<file path="config.mk">
export PLATFORM = sky130hd
export DESIGN_NAME = isa_cycle_master
export DESIGN_NICKNAME = d
export VERILOG_FILES = /design/src/rtl/isa_cycle_pkg.sv /design/src/rtl/isa_phase_timer.sv /design/src/rtl/isa_cycle_master.sv
export SDC_FILE = /design/constraint.sdc
export NUM_CORES = 1
export LEC_CHECK = 0
export CORE_ASPECT_RATIO = 1.4
export CORE_MARGIN = 2
export CORE_UTILIZATION = 40
export CTS_CLUSTER_SIZE = 24
export DETAILED_ROUTE_END_ITERATION = 10
export PLACE_DENSITY_LB_ADDON = 0.2
export SYNTH_ARGS = -nofsm -noshare
export SYNTH_HDL_FRONTEND = slang
export SYNTH_SLANG_ARGS = --single-unit
export TNS_END_PERCENT = 10
</file>
<file path="constraint.sdc">
create_clock -name clk -period 4.9 [get_ports clk]
set_clock_uncertainty 0.2 [all_clocks]
set_input_delay 1.225 -clock clk [delete_from_list [all_inputs] [get_ports clk]]
set_output_delay 1.225 -clock clk [all_outputs]
set_load 0.01 [all_outputs]
</file>
<file path="src/rtl/isa_cycle_pkg.sv">
// Shared types for the ISA cycle initiator: FSM states, command codes, strobe bundle.
// Latency: none (types, constants and a pure function only).
// Backpressure: not applicable.
package isa_cycle_pkg;

  // Cycle phases of the initiator FSM.
  typedef enum logic [1:0] {
    IDLE   = 2'd0,
    ADDR   = 2'd1,
    STROBE = 2'd2,
    HOLD   = 2'd3
  } state_t;

  // Command encoding is {io, write}, exactly as presented on the request port.
  typedef enum logic [1:0] {
    CMD_MEMR = 2'b00,
    CMD_MEMW = 2'b01,
    CMD_IOR  = 2'b10,
    CMD_IOW  = 2'b11
  } cmd_t;

  // The four active-low bus strobes, kept together so they are updated as one register.
  typedef struct packed {
    logic ior_l;
    logic iow_l;
    logic memr_l;
    logic memw_l;
  } strobe_t;

  // Value seen on an undriven data bus; also returned for writes and aborted cycles.
  localparam logic [7:0] FLOAT_BYTE = 8'hFF;

  localparam strobe_t STROBES_IDLE = strobe_t'(4'b1111);

  // Exactly one strobe is pulled low for a given command.
  function automatic strobe_t strobe_for(input cmd_t cmd);
    strobe_t s;
    s = STROBES_IDLE;
    case (cmd)
      CMD_MEMR: s.memr_l = 1'b0;
      CMD_MEMW: s.memw_l = 1'b0;
      CMD_IOR:  s.ior_l  = 1'b0;
      CMD_IOW:  s.iow_l  = 1'b0;
      default:  s = STROBES_IDLE;
    endcase
    return s;
  endfunction

  function automatic logic is_write(input cmd_t cmd);
    return (cmd == CMD_MEMW) || (cmd == CMD_IOW);
  endfunction

endpackage

</file>
<file path="src/rtl/isa_phase_timer.sv">
// Phase timer: 8-bit loadable down-counter with a zero flag, shared by every cycle phase.
// Latency: load/decrement take effect at the next clock; o_zero follows the register directly.
// Backpressure: none; load wins over decrement and the count saturates at zero.
module isa_phase_timer (
  input  logic       clk,
  input  logic       reset,
  input  logic       i_load,
  input  logic [7:0] i_load_val,
  input  logic       i_dec,
  output logic       o_zero
);

  logic [7:0] r_count;

  // Count register: reload on phase entry, otherwise step down towards zero.
  always_ff @(posedge clk) begin
    if (reset) begin
      r_count <= 8'd0;
    end else if (i_load) begin
      r_count <= i_load_val;
    end else if (i_dec && (r_count != 8'd0)) begin
      r_count <= r_count - 8'd1;
    end
  end

  assign o_zero = (r_count == 8'd0);

endmodule

</file>
<file path="src/rtl/isa_cycle_master.sv">
// ISA cycle initiator: one host request becomes one timed I/O or memory cycle on the shared bus.
// Latency: SETUP+STROBE+ext+HOLD clocks from accept edge to the registered one-clock rsp_valid.
// Backpressure: req_ready only in IDLE, requests offered while busy are dropped; bus_rdy low stretches the strobe.
module isa_cycle_master
  import isa_cycle_pkg::*;
#(
  parameter int SETUP_CYCLES  = 1,
  parameter int STROBE_CYCLES = 4,
  parameter int HOLD_CYCLES   = 1,
  parameter int RDY_TIMEOUT   = 255
) (
  input  logic        clk,
  input  logic        reset,
  input  logic        req_valid,
  output logic        req_ready,
  input  logic        req_write,
  input  logic        req_io,
  input  logic [14:0] req_addr,
  input  logic [7:0]  req_wdata,
  output logic        rsp_valid,
  output logic [7:0]  rsp_rdata,
  output logic        rsp_err,
  output logic [14:0] bus_a,
  output logic [7:0]  bus_d,
  output logic        bus_ior_l,
  output logic        bus_iow_l,
  output logic        bus_memr_l,
  output logic        bus_memw_l,
  output logic        bus_aen,
  input  logic [7:0]  bus_out,
  input  logic        bus_dir,
  input  logic        bus_rdy
);

  // The timer counts down from N-1 so that a phase ends on the clock its count is zero.
  localparam logic [7:0] SETUP_LD  = 8'(SETUP_CYCLES - 1);
  localparam logic [7:0] STROBE_LD = 8'(STROBE_CYCLES - 1);
  localparam logic [7:0] HOLD_LD   = (HOLD_CYCLES > 0) ? 8'(HOLD_CYCLES - 1) : 8'd0;
  localparam logic [7:0] RDY_LD    = (RDY_TIMEOUT > 0) ? 8'(RDY_TIMEOUT - 1) : 8'd0;
  localparam logic       NO_HOLD   = (HOLD_CYCLES == 0);
  localparam logic       RDY_ZERO  = (RDY_TIMEOUT == 0);

  state_t      r_state,   w_state_nxt;
  strobe_t     r_strb,    w_strb_nxt;
  cmd_t        r_cmd,     w_cmd_nxt;
  logic        r_aen,     w_aen_nxt;
  logic [14:0] r_a,       w_a_nxt;
  logic [7:0]  r_d,       w_d_nxt;
  logic        r_ext,     w_ext_nxt;
  logic [7:0]  r_cap_dat, w_cap_dat_nxt;
  logic        r_cap_err, w_cap_err_nxt;
  logic        r_rsp_vld, w_rsp_vld_nxt;
  logic [7:0]  r_rsp_dat, w_rsp_dat_nxt;
  logic        r_rsp_err, w_rsp_err_nxt;
  logic        r_ready;

  logic        w_tmr_load;
  logic [7:0]  w_tmr_val;
  logic        w_tmr_dec;
  logic        w_tmr_zero;
  logic        w_exit;
  logic        w_timeout;
  logic [7:0]  w_sample;

  isa_phase_timer u_timer (
    .clk        (clk),
    .reset      (reset),
    .i_load     (w_tmr_load),
    .i_load_val (w_tmr_val),
    .i_dec      (w_tmr_dec),
    .o_zero     (w_tmr_zero)
  );

  // Next-state and next-output logic; every register's next value defaults to hold.
  always_comb begin
    w_state_nxt   = r_state;
    w_strb_nxt    = r_strb;
    w_cmd_nxt     = r_cmd;
    w_aen_nxt     = r_aen;
    w_a_nxt       = r_a;
    w_d_nxt       = r_d;
    w_ext_nxt     = r_ext;
    w_cap_dat_nxt = r_cap_dat;
    w_cap_err_nxt = r_cap_err;
    w_rsp_vld_nxt = 1'b0;
    w_rsp_dat_nxt = r_rsp_dat;
    w_rsp_err_nxt = r_rsp_err;
    w_tmr_load    = 1'b0;
    w_tmr_val     = 8'd0;
    w_tmr_dec     = 1'b0;
    w_exit        = 1'b0;
    w_timeout     = 1'b0;
    // Writes and an undriven bus both read back as the floating value.
    w_sample      = (is_write(r_cmd) || !bus_dir) ? FLOAT_BYTE : bus_out;

    case (r_state)
      IDLE: begin
        if (req_valid && r_ready) begin
          w_cmd_nxt   = cmd_t'({req_io, req_write});
          w_a_nxt     = req_addr;
          w_d_nxt     = req_wdata;
          w_aen_nxt   = 1'b0;
          w_state_nxt = ADDR;
          w_tmr_load  = 1'b1;
          w_tmr_val   = SETUP_LD;
        end
      end

      ADDR: begin
        if (w_tmr_zero) begin
          w_state_nxt = STROBE;
          w_strb_nxt  = strobe_for(r_cmd);
          w_ext_nxt   = 1'b0;
          w_tmr_load  = 1'b1;
          w_tmr_val   = STROBE_LD;
        end else begin
          w_tmr_dec = 1'b1;
        end
      end

      STROBE: begin
        // bus_rdy is only looked at from the last minimum clock onwards.
        if (!r_ext && !w_tmr_zero) begin
          w_tmr_dec = 1'b1;
        end else if (bus_rdy) begin
          w_exit = 1'b1;
        end else if (r_ext ? w_tmr_zero : RDY_ZERO) begin
          w_exit    = 1'b1;
          w_timeout = 1'b1;
        end else if (!r_ext) begin
          // First wait clock: switch the shared timer over to counting extension clocks.
          w_ext_nxt  = 1'b1;
          w_tmr_load = 1'b1;
          w_tmr_val  = RDY_LD;
        end else begin
          w_tmr_dec = 1'b1;
        end

        if (w_exit) begin
          w_strb_nxt    = STROBES_IDLE;
          w_ext_nxt     = 1'b0;
          w_cap_dat_nxt = w_timeout ? FLOAT_BYTE : w_sample;
          w_cap_err_nxt = w_timeout;
          if (NO_HOLD) begin
            w_state_nxt   = IDLE;
            w_aen_nxt     = 1'b1;
            w_rsp_vld_nxt = 1'b1;
            w_rsp_dat_nxt = w_cap_dat_nxt;
            w_rsp_err_nxt = w_cap_err_nxt;
          end else begin
            w_state_nxt = HOLD;
            w_tmr_load  = 1'b1;
            w_tmr_val   = HOLD_LD;
          end
        end
      end

      HOLD: begin
        if (w_tmr_zero) begin
          w_state_nxt   = IDLE;
          w_aen_nxt     = 1'b1;
          w_rsp_vld_nxt = 1'b1;
          w_rsp_dat_nxt = r_cap_dat;
          w_rsp_err_nxt = r_cap_err;
        end else begin
          w_tmr_dec = 1'b1;
        end
      end

      default: begin
        w_state_nxt = IDLE;
        w_strb_nxt  = STROBES_IDLE;
        w_aen_nxt   = 1'b1;
      end
    endcase
  end

  // State and output registers; reset abandons any cycle in flight without a response.
  always_ff @(posedge clk) begin
    if (reset) begin
      r_state   <= IDLE;
      r_strb    <= STROBES_IDLE;
      r_cmd     <= CMD_MEMR;
      r_aen     <= 1'b1;
      r_a       <= 15'd0;
      r_d       <= 8'd0;
      r_ext     <= 1'b0;
      r_cap_dat <= FLOAT_BYTE;
      r_cap_err <= 1'b0;
      r_rsp_vld <= 1'b0;
      r_rsp_dat <= FLOAT_BYTE;
      r_rsp_err <= 1'b0;
      r_ready   <= 1'b1;
    end else begin
      r_state   <= w_state_nxt;
      r_strb    <= w_strb_nxt;
      r_cmd     <= w_cmd_nxt;
      r_aen     <= w_aen_nxt;
      r_a       <= w_a_nxt;
      r_d       <= w_d_nxt;
      r_ext     <= w_ext_nxt;
      r_cap_dat <= w_cap_dat_nxt;
      r_cap_err <= w_cap_err_nxt;
      r_rsp_vld <= w_rsp_vld_nxt;
      r_rsp_dat <= w_rsp_dat_nxt;
      r_rsp_err <= w_rsp_err_nxt;
      r_ready   <= (w_state_nxt == IDLE);
    end
  end

  assign req_ready  = r_ready;
  assign rsp_valid  = r_rsp_vld;
  assign rsp_rdata  = r_rsp_dat;
  assign rsp_err    = r_rsp_err;
  assign bus_a      = r_a;
  assign bus_d      = r_d;
  assign bus_aen    = r_aen;
  assign bus_ior_l  = r_strb.ior_l;
  assign bus_iow_l  = r_strb.iow_l;
  assign bus_memr_l = r_strb.memr_l;
  assign bus_memw_l = r_strb.memw_l;

endmodule

</file>
==> metrics.md <==
| Metric | Value |
|---|---|
| Avg WL per Cell | `14.1 um` |
| Max Clk Rate | `332 MHz` |
| Clock sinks | `61` |
| Crit path max-delay family | `compound AO/OA/AOI/OAI gates` |
| Avg Cell Area, Syn | `roughly 8.3 um^2` |
| Leak | `0.00139 uW` |
| Least-Margin Pin Slew | `approximately 0.80 ns` |
| Input/output buffers | `76` |
| Status | `complete, no violations` |
| Startpoint Class | `input pin` |
| Unique cell type count in the Yosys netlist | `47` |
| Fin. max-slew vios | `0` |
| WS Path Type | `input pin to flop` |
| Hpwl dp | `4.70 mm` |
| DR iter-0 viols | `161` |
| Largest net degree at the start of global routing | `33` |
| CTS Buf Count | `9` |
| Fin crit share | `0.615` |
| Gr usage total | `0.193` |
| Clock latency on the worst-skew pair | `0.34 ns` |
| Die ar. | `0.00747 mm^2` |
| Slowest CP cell | `a2111oi_1` |
| H-Tree Depth | `3` |
| DRC errors left | `0` |
| CP bufs+invs | `1` |
| # fillers | `628` |
| Post-Syn Area | `0.00271 mm^2` |
| # Max-Cap Violations | `0` |
| Unrepaired setup endpoints after global routing | `false` |
| Reg power frac | `0.349` |
| Crit path cell chain | `clkdlybuf4s50_1 -> a21bo_2 -> a2111oi_1 -> mux2i_1 -> a21oi_1` |
| Clock Tree Root | `clkbuf_8` |
| Post-CTS setup buffers | `0` |
| Post-synthesis cell count | `326` |
| Die height | `just over 100 um` |
| DRT antenna net count | `0` |
| VDD IR-drop max | `0.000216 V` |
| Post-cts gate resize count | `0` |
| # diodes | `0` |
| Fin. Hold Viols | `0` |
| Clk buf depth | `2` |
| Worst-path maximum fanout | `9` |
| Starting Density | `0.413` |
| Initial antenna violation count | `0` |
| CTS clk-pin slew, worst paths | `0.06 ns` |
| Power Density | `530 mW/mm^2` |
| Nets@finish | `440` |
| Slowest stage delay, CP | `a little under 0.6 ns` |
| Area growth from synthesis to layout | `34.9%` |
| Hold crit path type | `flop to flop` |
| GR Overflow Total | `0` |
| Routed vias/inst | `approximately 5.5` |
| Final setup vio count | `0` |
| Routability cong. | `around 0.85` |
| Clock group share of total power | `0.197` |
| Drt pass-1 iters | `4` |
| Sequential fraction of the synthesis area | `0.450` |
| Post-CTS Hold Fix Bufs | `0` |
| TritonCTS clock tree | `built` |
| First-pass GRT wire length | `around 11 mm` |
| Worst setup EP type | `flop` |
| Switch Pwr | `approximately 820 uW` |
| Post-Route WL | `6.66 mm` |
| Core area | `between 0.006 and 0.007 mm^2` |
| Vias in the first global route | `2445` |
| #FFs+latches synth | `a little over 60` |
| WP data arrival | `3.01 ns` |
| Slew HR | `0.465` |
| Ports | `77` |
| Internal power | `1110 uW` |
| Num rows | `35` |
| Setup tns final | `0 ns` |
| Via Count | `approximately 2600` |
| Number of synthesis warnings | `0` |
| Layout cells sized above 1 | `0.0725` |
| Combinational share of power | `0.454` |
| Synth Net Count | `between 300 and 400` |
| CP Data Required Time | `4.89 ns` |
| Worst hold margin | `0.254 ns` |
| Period minus WS final | `3.01 ns` |
| Die X | `73.6 um` |
| Switching share of total power | `0.425` |
-- worst reg2reg max path, stage by stage, from the launching register on --
cell	delay, ns
dfxtp_1	0.33
inv_1	0.08
ha_1	0.27
nor3b_2	0.71
a211oi_1	0.27
o31ai_2	0.56
a21oi_1	0.08
-- final cells by class --
class                           count  area [um^2]  share of cell area
Clock buffer                       10          138              0.0376
Clock inverter                      4         26.3             0.00718
Inverter                           14         52.6              0.0144
Multi-Input combinational cell    232         1350               0.368
Sequential cell                    61         1220               0.334
Tap cell                           74         92.6              0.0253
Timing Repair Buffer               79          783               0.214
-- flip-flops by register name, summed over array words and instances (netlist names) --
signal and flops:
bus_a 15, bus_d 8, r_cap_dat 8, rsp_rdata 8, u_timer.r_count 8, r_cmd 2, r_state 2, bus_aen 1
bus_ior_l 1, bus_iow_l 1, bus_memr_l 1, bus_memw_l 1, r_cap_err 1, r_ext 1, req_ready 1, rsp_err 1
rsp_valid 1
-- final timing paths --
check / depth (start not counted) / endpoint / slack, ns / from
hold reg to reg: 2 / bus_a[12]$_SDFFE_PP0P_ / 0.25 / bus_a[12]$_SDFFE_PP0P_
setup reg to reg: 6 / u_timer.r_count[5]$_SDFFE_PP0P_ / 2.26 / u_timer.r_count[0]$_SDFFE_PP0P_
setup / recovery: 5 / u_timer.r_count[5]$_SDFFE_PP0P_ / 1.89 / bus_rdy
hold / removal: 2 / bus_a[12]$_SDFFE_PP0P_ / 0.25 / bus_a[12]$_SDFFE_PP0P_
-- placed cells by master (no fill, tap or decap), types with 2 or more instances in the layout --
cell / instances
clkdlybuf4s50_1: 76
nand2_1: 74
dfxtp_1: 61
a21oi_1: 37
nand3_1: 15
inv_1: 14
nor2_1: 14
o21ai_0: 10
clkbuf_8: 10
a31oi_1: 9
o22a_1: 8
nor4_1: 7
a211oi_1: 7
ha_1: 5
nand4_1: 4
and3_1: 4
nor4_4: 3
buf_4: 3
or3_1: 2
or3b_2: 2
nor3_1: 2
a21o_1: 2
o31ai_1: 2
o41ai_1: 2
nor4b_1: 2
clkinv_2: 2
-- per-stage QoR --
stage	power, uW	setup WS [ns]	utilization	instance area [um^2]	instances
finish	1940	1.89	0.557	3660	474
global route	2070	1.77	0.557	3660	474
CTS	1950	1.92	0.557	3660	474
detailed placement	1560	1.59	0.532	3500	460
global placement	1550	1.68	0.532	3500	460
floorplan	1320	2.14	-	2710	326
-- power groups by stage --
stage / Combinational [uW] / Clock (uW) / Sequential [uW]
floorplan: 632 / 0 / 692
CTS: 874 / 393 / 677
global route: 968 / 413 / 693
detailed placement: 868 / 0 / 688
global placement: 860 / 0 / 686
finish: 880 / 382 / 678
-- metal layers --
layer | vias to the layer above | GRT usage | wire length, um
met3 | 11 | 0.0547 | 454
met2 | 87 | 0.319 | 3420
met1 | 1206 | 0.226 | 2690
li1 | 1295 | - | -
met4 | 0 | 0.0909 | 102
met5 | - | 0 | 0
-- cells by family (layout without fill, tap and decap cells) --
family	count (synthesis)	in the layout	share of synthesized area
AOI/OAI and AO/OA	89	89	0.217
adders and majority gates	5	5	0.0231
buffers and inverters	33	107	0.0535
DFF	61	61	0.450
muxes	1	1	0.00369
and+or+nand+nor	137	137	0.253
-- cells in the mapped netlist, drive strengths merged --
master | number | area, um^2
o22a | 8 | 70.1
o41ai | 2 | 17.5
nand4b | 1 | 8.76
a2111oi | 2 | 18.8
clkbuf | 11 | 41.3
o2111a | 1 | 11.3
nor4 | 10 | 108
o31ai | 4 | 48.8
nor4b | 2 | 17.5
nand2 | 74 | 278
nand2b | 1 | 6.26
ha | 5 | 62.6
nor2 | 15 | 63.8
o32ai | 1 | 8.76
a22oi | 1 | 7.51
or4 | 1 | 7.51
or3b | 2 | 17.5
nand4 | 4 | 25.0
nand3 | 15 | 75.1
and3 | 4 | 25.0
a21oi | 37 | 185
o21a | 1 | 7.51
or3 | 2 | 12.5
mux2i | 1 | 10.0
a21bo | 1 | 10.0
o21ai | 10 | 50.1
nor3b | 1 | 12.5
a21o | 2 | 15.0
inv | 14 | 52.6
dfxtp | 61 | 1220
buf | 8 | 51.3
a31oi | 9 | 56.3
a211oi | 8 | 65.1
a221oi | 1 | 8.76
nor3 | 2 | 10.0
and2 | 1 | 6.26
o21bai | 1 | 7.51
or2 | 2 | 12.5
Power figures use the tool's default switching activity.
